--- src/rtl/axis_fifo_if.sv ---
// AXI-stream handshake bundle: payload, valid and ready.
// The master drives data/valid and the slave drives ready.
interface axis_if #(
   parameter int BITWIDTH = 1
);
   logic [BITWIDTH-1:0] data;
   logic                valid;
   logic                ready;

   modport master (output data, output valid, input ready);
   modport slave  (input data, input valid, output ready);
endinterface

--- src/rtl/axis_fifo.sv ---
// Synchronous first-word-fall-through AXI-stream FIFO.
// Storage is an array with asynchronous read, so the head word is visible
// one cycle after it is written. Pointers carry an extra wrap bit so that
// full and empty can be told apart without a separate flag.
module axis_fifo #(
   parameter int DEPTH        = 16,
   parameter int BITWIDTH     = 1,
   parameter int AFULL_THRESH = DEPTH - 2
) (
   input  logic                     clk,
   input  logic                     rst,
   axis_if.slave                    src,
   axis_if.master                   dest,
   output logic [$clog2(DEPTH):0]   count,
   output logic                     almost_full
);
   localparam int AW = $clog2(DEPTH);
   localparam logic [AW:0] ONE      = 1;
   localparam logic [AW:0] AFULL_LV = AFULL_THRESH[AW:0];

   logic [AW:0]         wr_ptr_q, wr_ptr_d;
   logic [AW:0]         rd_ptr_q, rd_ptr_d;
   logic [AW:0]         count_q, count_d;
   logic                active_q;
   logic [BITWIDTH-1:0] mem_q [DEPTH];

   logic full;
   logic empty;
   logic push;
   logic pop;

   // active_q keeps src.ready low while in reset and lets it rise on the
   // first edge after release, without depending on any input handshake.
   assign empty = (wr_ptr_q == rd_ptr_q);
   assign full  = (wr_ptr_q[AW-1:0] == rd_ptr_q[AW-1:0]) &&
                  (wr_ptr_q[AW] != rd_ptr_q[AW]);

   assign src.ready   = active_q && !full;
   assign dest.valid  = !empty;
   // Empty (including reset) presents zero rather than stale storage.
   assign dest.data   = empty ? '0 : mem_q[rd_ptr_q[AW-1:0]];
   assign count       = count_q;
   assign almost_full = (count_q >= AFULL_LV);

   assign push = src.valid && src.ready;
   assign pop  = dest.valid && dest.ready;

   // Next-state for pointers and occupancy from the two handshakes.
   always_comb begin
      wr_ptr_d = wr_ptr_q;
      rd_ptr_d = rd_ptr_q;
      count_d  = count_q;
      if (push) wr_ptr_d = wr_ptr_q + ONE;
      if (pop)  rd_ptr_d = rd_ptr_q + ONE;
      if (push && !pop)
         count_d = count_q + ONE;
      else if (pop && !push)
         count_d = count_q - ONE;
   end

   // Control state; reset discards all queued words immediately.
   always_ff @(posedge clk or posedge rst) begin
      if (rst) begin
         wr_ptr_q <= '0;
         rd_ptr_q <= '0;
         count_q  <= '0;
         active_q <= 1'b0;
      end else begin
         wr_ptr_q <= wr_ptr_d;
         rd_ptr_q <= rd_ptr_d;
         count_q  <= count_d;
         active_q <= 1'b1;
      end
   end

   // Storage write; contents are not cleared by reset.
   always_ff @(posedge clk) begin
      if (push) mem_q[wr_ptr_q[AW-1:0]] <= src.data;
   end
endmodule

--- src/flat_wrapper.sv ---
// flat-port wrapper written by rule: the top's interface ports become plain ports
module axis_fifo_flat 
#(
   parameter int DEPTH        = 16,
   parameter int BITWIDTH     = 1,
   parameter int AFULL_THRESH = DEPTH - 2
)
  (clk, rst, count, almost_full, src_data, src_valid, src_ready, dest_data, dest_valid, dest_ready);
  axis_if #(.BITWIDTH(BITWIDTH)) src_i ();
  axis_if #(.BITWIDTH(BITWIDTH)) dest_i ();
  input  logic clk;
  input  logic rst;
  output logic [$clog2(DEPTH):0] count;
  output logic almost_full;
  input wire logic [$bits(src_i.data)-1:0] src_data;
  input wire logic [$bits(src_i.valid)-1:0] src_valid;
  output wire logic [$bits(src_i.ready)-1:0] src_ready;
  output wire logic [$bits(dest_i.data)-1:0] dest_data;
  output wire logic [$bits(dest_i.valid)-1:0] dest_valid;
  input wire logic [$bits(dest_i.ready)-1:0] dest_ready;
  assign src_i.data = src_data;
  assign src_i.valid = src_valid;
  assign src_ready = src_i.ready;
  assign dest_data = dest_i.data;
  assign dest_valid = dest_i.valid;
  assign dest_i.ready = dest_ready;
  axis_fifo #(.DEPTH(DEPTH), .BITWIDTH(BITWIDTH), .AFULL_THRESH(AFULL_THRESH)) u_core (.clk(clk), .rst(rst), .src(src_i), .dest(dest_i), .count(count), .almost_full(almost_full));
endmodule
--- config.mk ---
export PLATFORM = sky130hd
export DESIGN_NAME = axis_fifo_flat
export DESIGN_NICKNAME = d
export VERILOG_FILES = /design/src/rtl/axis_fifo_if.sv /design/src/rtl/axis_fifo.sv /design/src/flat_wrapper.sv
export SDC_FILE = /design/constraint.sdc
export NUM_CORES = 1
export LEC_CHECK = 0
export BUFFER_PORTS_ARGS = -buffer_cell sky130_fd_sc_hd__buf_2
export CAP_MARGIN = 40
export CORE_MARGIN = 2
export CORE_UTILIZATION = 40
export CTS_CLUSTER_SIZE = 25
export DETAILED_ROUTE_END_ITERATION = 10
export GPL_TIMING_DRIVEN = 0
export PLACE_DENSITY = 0.57
export SLEW_MARGIN = 0
export SYNTH_ARGS = -nofsm -noshare
export SYNTH_HDL_FRONTEND = slang
export SYNTH_SLANG_ARGS = --single-unit
--- constraint.sdc ---
create_clock -name clk -period 7.5 [get_ports clk]
set_clock_uncertainty 0.05 [all_clocks]
set_input_delay 0.375 -clock clk [delete_from_list [all_inputs] [get_ports clk]]
set_output_delay 0.375 -clock clk [all_outputs]
set_load 0.02 [all_outputs]
==> results list, run 1 <==
* Setup WS post-layout: 4.08 ns
- The floorplan step defined a die boundary enclosing 4800 um^2.
- R2R Setup Slk: around 4.1 ns
* Largest net degree at the start of global routing: 17
- Among cell families on the critical path, the largest total delay comes from simple AND/OR/NAND/NOR gates.
* Global routing usage summed across all routing layers: about 15%
* Clock latency on the worst-skew pair: 0.29 ns
* Post-route minimum period: roughly 3.4 ns
* Setup WS pre-CTS: 4.08 ns
* Weighted congestion reported at the end of routability-driven placement: 0.715
* Global routing's busiest layer: met2
- Area used by sequential logic in the layout: 881 um^2
* Number of instances in the synthesized netlist: 133
- In this run the cell area measured after placement is 1830 um^2.
- Area contributors post-synth: sky130_fd_sc_hd__edfxtp_1 28%, sky130_fd_sc_hd__dfrtp_1 23%, sky130_fd_sc_hd__xor2_1 6.7%
- Traced cell by cell, the critical path runs through buf_4 -> xor2_1 -> nor4_4 -> a21oi_2 -> buf_2 -> ha_1 -> inv_1 -> ha_1 -> a21o_1 -> a21oi_1 -> mux2i_1 -> xnor2_1.
* Buffers inserted by post-CTS timing repair: 0
* Met3 Usage GRT: under 10%
- In this run, post-CTS repair resized a total of 0 instances.
* Crit path launch type: flip-flop
- Yosys mapped a number of flops with a built-in enable equal to 16.
- Area share of the largest cell type after synthesis: 28.2%
* Total congestion overflow after global routing: 0
* Largest vdd supply drop: 0.190 mV
* Total area of multi-input combinational cells: 764 um^2
* Number of ports placed on the die boundary: 14
* Count of H-tree levels built during CTS: 2
* Post-layout power: 0.000799 W
- Global-route wire length before repair: 5370 um
* Quantity of hold-fixing buffers added after cts: 0
- The largest individual stage delay along the critical path comes from the cell sky130_fd_sc_hd__nor4_4.
- Counting along the longest clock path gives a buffer depth of 2.
- Measured along the x axis, the die boundary spans slightly below 70 um.
- Across the run, the number of max-cap violations was 0.
* Dpl hpwl: roughly 2300 um
- Static leakage power: 0.839 nW
- The final critical path takes up 45.6% of the cycle.
- In this run the critical register-to-register path is captured at u_core.count[4]$_DFFE_PP0P_.
- DRT antenna net count: 0
- After synthesis the netlist holds a flip-flop and latch count of 32.
* Vias post-DR: 1052
- Most common cell type on the critical path: sky130_fd_sc_hd__ha_1
- Share of async-settable or async-resettable flops after synthesis: 50.0%
- GR met1 Demand/Resource: 18.0%
- Met2 layer usage reported by global route: 23.3%
- Synthesized Nets: roughly 150
- Slew margin rel.: around 54%
* Mean instance size in the synthesized netlist: 12.8 um^2
- The largest total area in the synthesized netlist belongs to sky130_fd_sc_hd__edfxtp_1.
* Number of global-route vias before repair: 1089
- During placement, the flow inserted port buffers numbering 13.
- Along the worst path, the maximum fanout reaches 10.
* Worst-case reg-to-reg path depth: 12
- Data arrival time of the critical path: 3.59 ns
* Number of iterations in the first detailed-routing pass: 6
- The cell sitting at the root of the clock tree is a sky130_fd_sc_hd__clkbuf_8.
- Dividing the detail-routed wire length by the instance count gives 15.5 um.
- CP Capture Type: flip-flop
- Final instance area: 1910 um^2
- The repair_antennas step left the layout with diodes totalling 0.
- The flow ran to the end, and the final reports show no timing, DRC or antenna violations.
- Type of the worst setup path: flip-flop to flip-flop
- TritonCTS built the clock tree.
- Of the cells placed in the final design, the portion with a size suffix greater than 1 is roughly 23%.
* PD cells: 418 nW/um^2
- Area overhead of the layout relative to synthesis: 12.2%
- Vias per std cell: 5.16
- In the routed design, unresolved DRC markers number 0.
* Clk pin slew, worst setup/hold paths: 0.06 ns
- FMAX: 292 MHz
- The number of buffers and inverters on the critical path is 3.
* Initial antenna violation count: 0
- Final Hold Fails: 0
- Once the floorplan was initialized, standard cells occupied 42.0% of the core.
* Total count of max-transition violations in the final report: 0
* Unrepaired setup endpoints after global routing: false
- In this run, distinct cell masters in the synthesized netlist total 34.
- Summing every instance area after synthesis gives 1700 um^2.
- Post-route setup TNS: 0 ns
- Setup violations remaining at the end of the flow were counted as 0.
* Die outline height: a little under 70 um
* Number of placement rows: 23
- For the pin with the worst max-slew slack, the measured transition is 0.681 ns.
* Clock buffer count from CTS: 5
* Core area: between 4000 and 5000 um^2
* Critical Path Max Stage Delay: 0.66 ns
- For this block, the initial DRC count from the detailed router was 110.
* Total wirelength of the detailed-routed design: 3150 um
- R2R Path Start: u_core.rd_ptr_q[0]$_DFFE_PP0P_
* Number of nets in the final layout: 168
- Top_reg_cell synth: sky130_fd_sc_hd__edfxtp_1
- Part of the Yosys area used for sequential elements: 51.7%
- Yosys warnings: 0
* Number of sinks driven by the clock tree: 32
- Fill cells in the final layout number 373.
* Worst endpoint required time: roughly 7.7 ns
- Worst min-delay path class: input port to asynchronous set/reset pin
## final cells by class
class | instances | area share, %
multi-input cells | 88 | 40.0
repair buffers | 13 | 3.40
flip-flops and latches | 32 | 46.1
clock buffers | 8 | 4.19
plain buffers | 7 | 1.90
well taps | 50 | 3.27
inverters | 6 | 1.18
## cell usage in the layout, fill, tap and decap left out, types with 2 or more instances in the layout
cell                       Yosys  final
sky130_fd_sc_hd__clkbuf_2      2      2
sky130_fd_sc_hd__and3_1       12     12
sky130_fd_sc_hd__nand4_1       2      2
sky130_fd_sc_hd__a21o_1        2      2
sky130_fd_sc_hd__edfxtp_1     16     16
sky130_fd_sc_hd__mux4_2        4      4
sky130_fd_sc_hd__mux2_1        2      2
sky130_fd_sc_hd__o21ai_0       2      2
sky130_fd_sc_hd__nor2_1        3      3
sky130_fd_sc_hd__and2_1        4      4
sky130_fd_sc_hd__mux2i_1       2      2
sky130_fd_sc_hd__xor2_1       13     13
sky130_fd_sc_hd__nor2b_1       2      2
sky130_fd_sc_hd__a21oi_1       5      5
sky130_fd_sc_hd__buf_2         3     16
sky130_fd_sc_hd__clkbuf_1      1      4
sky130_fd_sc_hd__xnor2_1       5      5
sky130_fd_sc_hd__dfrtp_1      16     16
sky130_fd_sc_hd__ha_1          9      9
sky130_fd_sc_hd__inv_1         6      6
sky130_fd_sc_hd__a211oi_1      2      2
sky130_fd_sc_hd__clkbuf_8      0      5
sky130_fd_sc_hd__nand2_1       7      7
sky130_fd_sc_hd__mux2_2        2      2
## Yosys cell counts (2+ instances only)
cell,number
sky130_fd_sc_hd__mux4_2,4
sky130_fd_sc_hd__nand4_1,2
sky130_fd_sc_hd__and3_1,12
sky130_fd_sc_hd__mux2_1,2
sky130_fd_sc_hd__xor2_1,13
sky130_fd_sc_hd__dfrtp_1,16
sky130_fd_sc_hd__nor2_1,3
sky130_fd_sc_hd__a211oi_1,2
sky130_fd_sc_hd__nand2_1,7
sky130_fd_sc_hd__o21ai_0,2
sky130_fd_sc_hd__buf_2,3
sky130_fd_sc_hd__xnor2_1,5
sky130_fd_sc_hd__clkbuf_2,2
sky130_fd_sc_hd__inv_1,6
sky130_fd_sc_hd__edfxtp_1,16
sky130_fd_sc_hd__and2_1,4
sky130_fd_sc_hd__mux2_2,2
sky130_fd_sc_hd__mux2i_1,2
sky130_fd_sc_hd__ha_1,9
sky130_fd_sc_hd__a21o_1,2
sky130_fd_sc_hd__a21oi_1,5
sky130_fd_sc_hd__nor2b_1,2
## worst max-delay path by stage
stage,slack [ns],cells after the start,to,startpoint
finish,4.08,12,u_core.count[4]$_DFFE_PP0P_,u_core.rd_ptr_q[0]$_DFFE_PP0P_
global route,3.86,12,u_core.count[4]$_DFFE_PP0P_,u_core.rd_ptr_q[0]$_DFFE_PP0P_
CTS,4.03,12,u_core.count[4]$_DFFE_PP0P_,u_core.rd_ptr_q[0]$_DFFE_PP0P_
detailed placement,4.08,12,u_core.count[4]$_DFFE_PP0P_,u_core.rd_ptr_q[0]$_DFFE_PP0P_
global placement,4.18,12,u_core.count[4]$_DFFE_PP0P_,u_core.rd_ptr_q[0]$_DFFE_PP0P_
floorplan,4.55,12,u_core.count[4]$_DFFE_PP0P_,u_core.rd_ptr_q[0]$_DFFE_PP0P_
## metrics by stage
stage / utilization, % / hold slack, ns / std cells
floorplan: - / 0.239 / 133
global placement: 45.1 / 0.429 / 196
detailed placement: 45.1 / 0.435 / 196
CTS: 47.1 / 0.127 / 204
global route: 47.1 / 0.166 / 204
finish: 47.1 / 0.115 / 204
## layer usage
layer,share of wire (%),vias to the layer above
met1,44,508
met4,1.8,0
met3,5.3,7
met5,0,-
met2,49,22
li1,-,515
## cell families (layout without fill, tap and decap cells)
group / after synthesis / in the layout / share of synthesized area [%]
other cells: 1 / 1 / 0.220
mux: 10 / 10 / 9.10
buf+inv: 13 / 34 / 3.45
fa+ha+maj: 10 / 10 / 7.78
xor+xnor: 18 / 18 / 9.25
flops: 32 / 32 / 51.7
simple gates: 32 / 32 / 11.1
compound gates: 17 / 17 / 7.41
## where the power goes
| group | leakage [nW] | switching (W) | internal, W | total (W) |
|---|---|---|---|---|
| registers | 0.334 | 0.0000435 | 0.000232 | 0.000276 |
| clock network | 0.0395 | 0.0000629 | 0.0000658 | 0.000129 |
| logic | 0.465 | 0.000229 | 0.000165 | 0.000394 |
| total | 0.839 | 0.000335 | 0.000463 | 0.000799 |
## sequential cells by signal, indices dropped and copies added (netlist names)
register         count
u_core.active_q      1
u_core.rd_ptr_q      5
u_core.wr_ptr_q      5
u_core.count         5
u_core.mem_q        16
(Power assumes the default switching activity.)
==> run 2: changes to the inputs <==
==> constraint.sdc (replaced) <==
create_clock -name clk -period 3.3 [get_ports clk]
set_clock_uncertainty 0.05 [all_clocks]
set_input_delay 0.165 -clock clk [delete_from_list [all_inputs] [get_ports clk]]
set_output_delay 0.165 -clock clk [all_outputs]
set_load 0.02 [all_outputs]
==> results list, run 2 (synthesis results as in run 1) <==
- The combinational share of power came to 50.1% (+0.8 points).
- R2R Path Start: u_core.rd_ptr_q[0]$_DFFE_PP0P_
- Share of total power consumed by net switching: 41.7% (-0.25 points)
* Unrepaired setup endpoints after global routing: false
- The worst setup path is of the flip-flop to flip-flop kind.
- In this run the most critical hold path is launched from dest_ready.
* Fraction of power consumed by sequential logic: 34.0% (-0.6 points)
* Count of H-tree levels built during CTS: 2 (unchanged)
- The instance area after placement was 1830 um^2 (unchanged).
- The worst register-to-register path ends at u_core.count[4]$_DFFE_PP0P_.
- Root Driver: sky130_fd_sc_hd__clkbuf_8
* Total count of max-transition violations in the final report: 0 (unchanged)
* Die Outline Area: 4800 um^2 (unchanged)
* Crit path launch type: flip-flop
- Number of global-route vias before repair: 1097 (+0.73%)
- Vias per std cell: 5.15 (-0.15%)
- The fraction of layout cells with a size suffix above 1 was 24.1% (+1.3 points).
* Largest vdd supply drop: 0.443 mV (+130%)
- The maximum number of pins on one net before global-route repair is 17 (unchanged).
* Area overhead of the layout relative to synthesis: 14.1%
- In this run the worst hold path is classified as input port to flip-flop.
* Number of sinks driven by the clock tree: 32 (unchanged)
- The number of antenna cells inserted came to 0 (unchanged).
- Ordered list of cells on the worst path: buf_4 -> xor2_1 -> nor4_4 -> a21oi_2 -> buf_2 -> ha_1 -> inv_1 -> fa_1 -> a21o_1 -> a21oi_1 -> mux2i_1 -> xnor2_1
- The power consumption is 0.00185 W (+130%).
- Net Sw Power: 0.000771 W (+130%)
- Slowest cell on crit path: sky130_fd_sc_hd__fa_1
- The HPWL reported at the end of detailed placement is 2270 um (unchanged).
* Post-route setup TNS: 0 ns (unchanged)
- Worst-case reg-to-reg path depth: 12 (unchanged)
- The number of setup violations in the final report was 0 (unchanged).
* Critical Path Max Stage Delay: 0.43 ns (-0.23 ns)
- The register-to-register path setup slack was 0.22 ns (-3.86 ns).
* Crit path max-delay family: compound AO/OA/AOI/OAI gates
- Slew margin rel.: 56.2% (+1.9 points)
- The quantity of I/O buffers inserted on ports is 13 (unchanged).
- The vias after detailed routing is 1071 (+1.8%).
- Static leakage power: 0.860 nW (+2.4%)
- Number of ports placed on the die boundary: 14 (unchanged)
- Design internal power: 0.00108 W (+130%)
- Weighted congestion reported at the end of routability-driven placement: 0.715 (unchanged)
- The floorplan core area was 4060 um^2 (unchanged).
* Final instance area: 1940 um^2 (+1.7%)
- Worst-path fanout max: 10 (unchanged)
- The floorplan die height is 69.3 um (unchanged).
* Hold Path End: u_core.rd_ptr_q[2]$_DFFE_PP0P_
- The total length of routed wires was 3200 um (+1.5%).
- Clock latency on the worst-skew pair: 0.29 ns (about the same)
* Initial Utilization: 42.0% (unchanged)
- Final hold slack: 0.200 ns (+0.0845 ns)
- The total DRC errors in the routed layout is 0 (unchanged).
- DRT antenna net count: 0 (unchanged)
- Clk pin slew, worst setup/hold paths: 0.06 ns (about the same)
* Number of flip-flops in the largest register: 16 (unchanged)
- The buffer and inverter count on the worst path is 3 (unchanged).
- Width of the die: 69.3 um (unchanged)
* Number of nets in the final layout: 172 (+2.4%)
* Inst Count DP: 196 (unchanged)
- The number of max-cap violations is 0 (unchanged).
* CTS tree: yes
- PD cells: 950 nW/um^2 (+130%)
- The count of placed standard cells in the final layout, fillers left out was 208 (+2.0%).
- STA classifies the critical path endpoint as a flip-flop.
* Worst endpoint required time: 3.46 ns (-4.21 ns)
* Number of iterations in the first detailed-routing pass: 6 (unchanged)
- The run finished with clean final reports.
- The buffer depth of the longest clock path came to 2 (unchanged).
- Final Hold Fails: 0 (unchanged)
- The library cells used most frequently in the layout, excluding fill and tap cells, are 16 x sky130_fd_sc_hd__buf_2, 16 x sky130_fd_sc_hd__dfrtp_1, 16 x sky130_fd_sc_hd__edfxtp_1, 13 x sky130_fd_sc_hd__xor2_1, 12 x sky130_fd_sc_hd__and3_1.
- The violation count after the first detailed-route iteration was 109 (-0.91%).
* Number of placement rows: 23 (unchanged)
- The worst path arrival time is 3.25 ns (-0.34 ns).
* Initial antenna violation count: 0 (unchanged)
* Global routing usage summed across all routing layers: 14.8% (+0.15 points)
- Pin slew with the least headroom to its limit: 0.656 ns (-0.0247 ns)
- Clock power frac: 15.8% (-0.3 points)
- Global-route wire length before repair: 5440 um (+1.4%)
- The minimum clock period came to 3.08 ns (-0.339 ns).
* FMAX: 324 MHz (+11%)
- Average routed wire per standard cell: 15.4 um (-0.49%)
- Share of the cycle needed by the critical path after routing: 93.5% (+48 points)
- The overall overflow remaining after global route was 0 (unchanged).
- The clock buffer count from CTS came to 5 (unchanged).
- Hold depth: 4
[run 2: cell types whose count changed in the layout (fill, tap and decap cells not counted), sizes merged]
cell | before | now
buf | 17 | 20
dlygate4sd3 | 0 | 1
[run 2: worst max path at each step]
stage | slack, ns | startpoint | cells past startpoint | endpoint
2_1_floorplan | 0.35 | u_core.rd_ptr_q[0]$_DFFE_PP0P_ | 12 | u_core.count[4]$_DFFE_PP0P_
3_3_place_gp | -0.02 | u_core.rd_ptr_q[0]$_DFFE_PP0P_ | 12 | u_core.count[4]$_DFFE_PP0P_
3_5_place_dp | -0.12 | u_core.rd_ptr_q[0]$_DFFE_PP0P_ | 12 | u_core.count[4]$_DFFE_PP0P_
4_1_cts | 0.18 | u_core.rd_ptr_q[0]$_DFFE_PP0P_ | 12 | u_core.count[4]$_DFFE_PP0P_
5_1_grt | 0.02 | u_core.rd_ptr_q[0]$_DFFE_PP0P_ | 12 | u_core.count[4]$_DFFE_PP0P_
6_report | 0.22 | u_core.rd_ptr_q[0]$_DFFE_PP0P_ | 12 | u_core.count[4]$_DFFE_PP0P_
[run 2: tightest hold or removal path, delay by kind of cell]
kind	cells	cell delay (ns)
buf+inv	1	0.12
xor+xnor	1	0.12
simple gates	1	0.05
compound gates	1	0.04
[run 2: cell type report]
| class | instances | area, um^2 |
|---|---|---|
| sequential | 32 | 881 |
| timing repair buffer | 17 | 97.6 |
| tap | 50 | 62.6 |
| clock buffer | 8 | 80.1 |
| fill | 371 | 2110 |
| buffer | 7 | 36.3 |
| inverter | 6 | 22.5 |
| multi-input combinational | 88 | 764 |
[run 2: timing repair]
item | CTS | global route
hold buffers | 1 | 0
buffers inserted | 3 | 0
resized for setup | 0 | 0
setup endpoints to repair | 2 | 0
hold endpoints to repair | 16 | 0
[run 2: power by group through the flow]
stage	sequential [W]	combinational, W	clock [W]
2_1_floorplan	0.000652	0.000654	0
3_3_place_gp	0.000632	0.000866	0
3_5_place_dp	0.000637	0.000893	0
4_1_cts	0.000630	0.000932	0.000298
5_1_grt	0.000647	0.00102	0.000319
6_report	0.000629	0.000927	0.000292
[run 2: layer usage]
layer  wire length [um]  up-vias  track usage, %
li1                   -      519               -
met1               1430      519            18.6
met2               1530       26            23.1
met3                183        7            5.67
met4                 57        0            5.88
met5                  0        -               0
[run 2: stage by stage]
| stage | setup slack [ns] | util (%) |
|---|---|---|
| after global routing | 0.0243 | 47.9 |
| final | 0.216 | 47.9 |
| after floorplan | 0.345 | - |
| after CTS | 0.181 | 47.9 |
| after global placement | -0.0207 | 45.1 |
| after detailed placement | -0.118 | 45.1 |
==> run 3: changes to the inputs <==
--- a/config.mk
+++ b/config.mk
@@ -8,11 +8,12 @@
 export BUFFER_PORTS_ARGS = -buffer_cell sky130_fd_sc_hd__buf_2
 export CAP_MARGIN = 40
 export CORE_MARGIN = 2
-export CORE_UTILIZATION = 40
+export CORE_UTILIZATION = 58
 export CTS_CLUSTER_SIZE = 25
 export DETAILED_ROUTE_END_ITERATION = 10
 export GPL_TIMING_DRIVEN = 0
-export PLACE_DENSITY = 0.57
+export MAX_ROUTING_LAYER = met4
+export PLACE_DENSITY = 0.78
 export SLEW_MARGIN = 0
 export SYNTH_ARGS = -nofsm -noshare
 export SYNTH_HDL_FRONTEND = slang
==> constraint.sdc (replaced) <==
create_clock -name clk -period 3.3 [get_ports clk]
set_clock_uncertainty 0.05 [all_clocks]
set_input_delay 0.33 -clock clk [delete_from_list [all_inputs] [get_ports clk]]
set_output_delay 0.33 -clock clk [all_outputs]
set_load 0.02 [all_outputs]
==> results list, run 3 (synthesis results as in run 1) <==
- The clock-pin transition on the worst setup and hold timing paths is 0.09 ns (+0.03 ns).
- The minimum clock period is 3.08 ns (-0.00664 ns).
* Area overhead of the layout relative to synthesis: 9.62%
- Vias per std cell: 5.76 (+12%)
* Total count of max-transition violations in the final report: 0 (unchanged)
- Number of iterations in the first detailed-routing pass: 4 (-2)
- The placed cell count was 177 (-9.7%).
- The met2 track utilization from global routing came to 36.2% (+13 points).
- Average routed wire per standard cell: 16.3 um (+5.8%)
- Leaving out fill and tap cells, the most frequent cells in the layout are 16 x sky130_fd_sc_hd__buf_2, 16 x sky130_fd_sc_hd__dfrtp_1, 16 x sky130_fd_sc_hd__edfxtp_1, 13 x sky130_fd_sc_hd__xor2_1, 12 x sky130_fd_sc_hd__and3_1.
- Setup repair after global routing left no endpoint under its margin.
- Critical Path Max Stage Delay: 0.41 ns (-0.02 ns)
- The count of placed standard cells in the final layout, fillers left out came to 186 (-11%).
* Root Driver: sky130_fd_sc_hd__clkbuf_4
* Slowest cell on crit path: sky130_fd_sc_hd__fa_1
* Number of ports placed on the die boundary: 14 (unchanged)
* Worst Path Buf+Inv: 3 (unchanged)
* Crit path max-delay family: compound AO/OA/AOI/OAI gates
- TritonCTS built the clock tree.
* Share of the cycle needed by the critical path after routing: 93.3% (-0.20 points)
- Global routing's busiest layer: met2
- The clock sink count came to 32 (unchanged).
* Dpl hpwl: 2170 um (-4.3%)
- Core area: 2780 um^2 (-31%)
- The timing-limited maximum frequency is 325 MHz (+0.22%).
- Buffers added on ports: 13 (unchanged)
* Number of global-route vias before repair: 1068 (-2.6%)
- Clock latency on the worst-skew pair: 0.32 ns (+0.03 ns)
* Setup WS post-layout: 0.223 ns (+0.00664 ns)
- Number of placement rows: 19 (-17%)
* Pin slew with the least headroom to its limit: 0.624 ns (-0.0326 ns)
- R2R Setup Slk: 0.22 ns (about the same)
- The required time at the worst-slack endpoint is 3.51 ns (+0.05 ns).
- Final Hold Fails: 0 (unchanged)
- The worst setup path is of the flip-flop to flip-flop kind.
* Post-route setup TNS: 0 ns (unchanged)
* Number of inserted diodes: 0 (unchanged)
- The number of hold buffers added after CTS came to 0 (-1).
- The initial core utilization was 61.3% (+19 points).
- The min-delay analysis places its worst path in the category input port to asynchronous set/reset pin.
- Global-route wire length before repair: 5150 um (-5.3%)
* Data arrival time of the critical path: 3.28 ns (+0.03 ns)
- Vias post-DR: 1072 (+0.093%)
- Run status: complete, no violations
* Count of H-tree levels built during CTS: 2 (unchanged)
- Share of cells above drive strength 1: 23.9% (-0.18 points)
- The worst setup path is captured at a flip-flop.
* Clock buffer count from CTS: 5 (unchanged)
- The leakage power was 0.836 nW (-2.8%).
- Ordered list of cells on the worst path: buf_4 -> xor2_1 -> nor4_4 -> a21oi_2 -> buf_2 -> ha_1 -> inv_1 -> fa_1 -> a21o_1 -> a21oi_1 -> mux2i_1 -> xnor2_1
* Number of flip-flops in the largest register: 16 (unchanged)
- STA classifies the critical path startpoint as a flip-flop.
* PD cells: 931 nW/um^2 (-2.0%)
- Final setup violation count: 0 (unchanged)
* Worst-path fanout max: 10 (unchanged)
- Total wirelength of the detailed-routed design: 3030 um (-5.4%)
- The number of nets in the layout is 170 (-1.2%).
* Number of violations of the max-capacitance limit: 0 (unchanged)
- Global routing usage summed across all routing layers: 22.1% (+7.3 points)
- The number of antenna violations at the first check in global routing came to 0 (unchanged).
* Buffer depth of the longest clock path: 2 (unchanged)
* Met3 Usage GRT: 7.81% (+2.1 points)
- The worst max-slew margin expressed relative to the limit came to 58.4% (+2.2 points).
- DRT antenna net count: 0 (unchanged)
- Final cell utilization of the core: 67.2% (+19 points)
- DRC errors left: 0 (unchanged)
- Width of the die: 58.2 um (-16%)
* Total congestion overflow after global routing: 0 (unchanged)
- Largest net degree at the start of global routing: 17 (unchanged)
- Die outline height: 58.2 um (-16%)
- # fillers: 212 (-43%)
- Setup WS pre-CTS: -0.0307 ns (+0.0875 ns)
* Detailed Route Iter0 Violations: 60 (-45%)
- Weighted congestion reported at the end of routability-driven placement: 0.761 (+6.4%)
- The area of the die is 3390 um^2 (-29%).
- The peak supply drop was 0.799 mV (+80%).
- The met1 layer usage reported by global route was 25.9% (+7.3 points).
==> run 3: changes by cell type in the layout (fill, tap and decap cells not counted) <==
| cell | delta |
|---|---|
| sky130_fd_sc_hd__clkbuf_1 | -1 |
| sky130_fd_sc_hd__buf_4 | -1 |
| sky130_fd_sc_hd__clkbuf_8 | -5 |
| sky130_fd_sc_hd__clkbuf_4 | +5 |
| sky130_fd_sc_hd__dlygate4sd3_1 | -1 |
==> run 3: final cells by class <==
class,instances,area (um^2),share of cell area [%]
multi-input combinational,88,764,40.9
sequential,32,881,47.2
timing repair buffer,15,80.1,4.29
clock buffer,7,45.0,2.41
tap,31,38.8,2.08
inverter,6,22.5,1.21
buffer,7,36.3,1.94
==> run 3: timing repair <==
action / CTS / global route
setup endpoints to repair: 1 / 0
resized for setup: 0 / 0
buffers inserted: 2 / 0
endpoints found under the hold margin: 0 / 0
==> run 3: report_power, final <==
part           switching, W  total (W)  internal [W]  leakage (nW)
Clock              0.000122   0.000202     0.0000802        0.0254
Sequential         0.000102   0.000629      0.000527         0.334
Combinational      0.000518   0.000909      0.000391         0.476
Total              0.000741    0.00174      0.000998         0.836
==> run 3: per-stage QoR <==
| stage | instance area (um^2) | total power [W] | hold WS [ns] |
|---|---|---|---|
| floorplan | 1700 | 0.00131 | 0.194 |
| global route | 1870 | 0.00187 | 0.0438 |
| finish | 1870 | 0.00174 | 0.0177 |
| global placement | 1810 | 0.00147 | 0.374 |
| detailed placement | 1810 | 0.00153 | 0.384 |
| CTS | 1870 | 0.00175 | 0.0292 |
==> run 3: final timing paths <==
kind	start	end	cells after the start
max	u_core.rd_ptr_q[0]$_DFFE_PP0P_	u_core.count[4]$_DFFE_PP0P_	12
min	rst	u_core.wr_ptr_q[2]$_DFFE_PP0P_	2
max reg2reg	u_core.rd_ptr_q[0]$_DFFE_PP0P_	u_core.count[4]$_DFFE_PP0P_	12
min reg2reg	u_core.count[4]$_DFFE_PP0P_	u_core.count[4]$_DFFE_PP0P_	1
max in group asynchronous	rst	u_core.wr_ptr_q[3]$_DFFE_PP0P_	2
min in group clk	src_data	u_core.mem_q[15]$_DFFE_PP_	1
==> run 3: metal layers <==
layer  share of wire (%)  wire length [um]  vias to the layer above
li1                    -                 -                      515
met2                  52              1570                       24
met3                 4.3               130                        4
met1                  42              1280                      529
met4                 1.3                38                        0
met5                   0                 0                        -
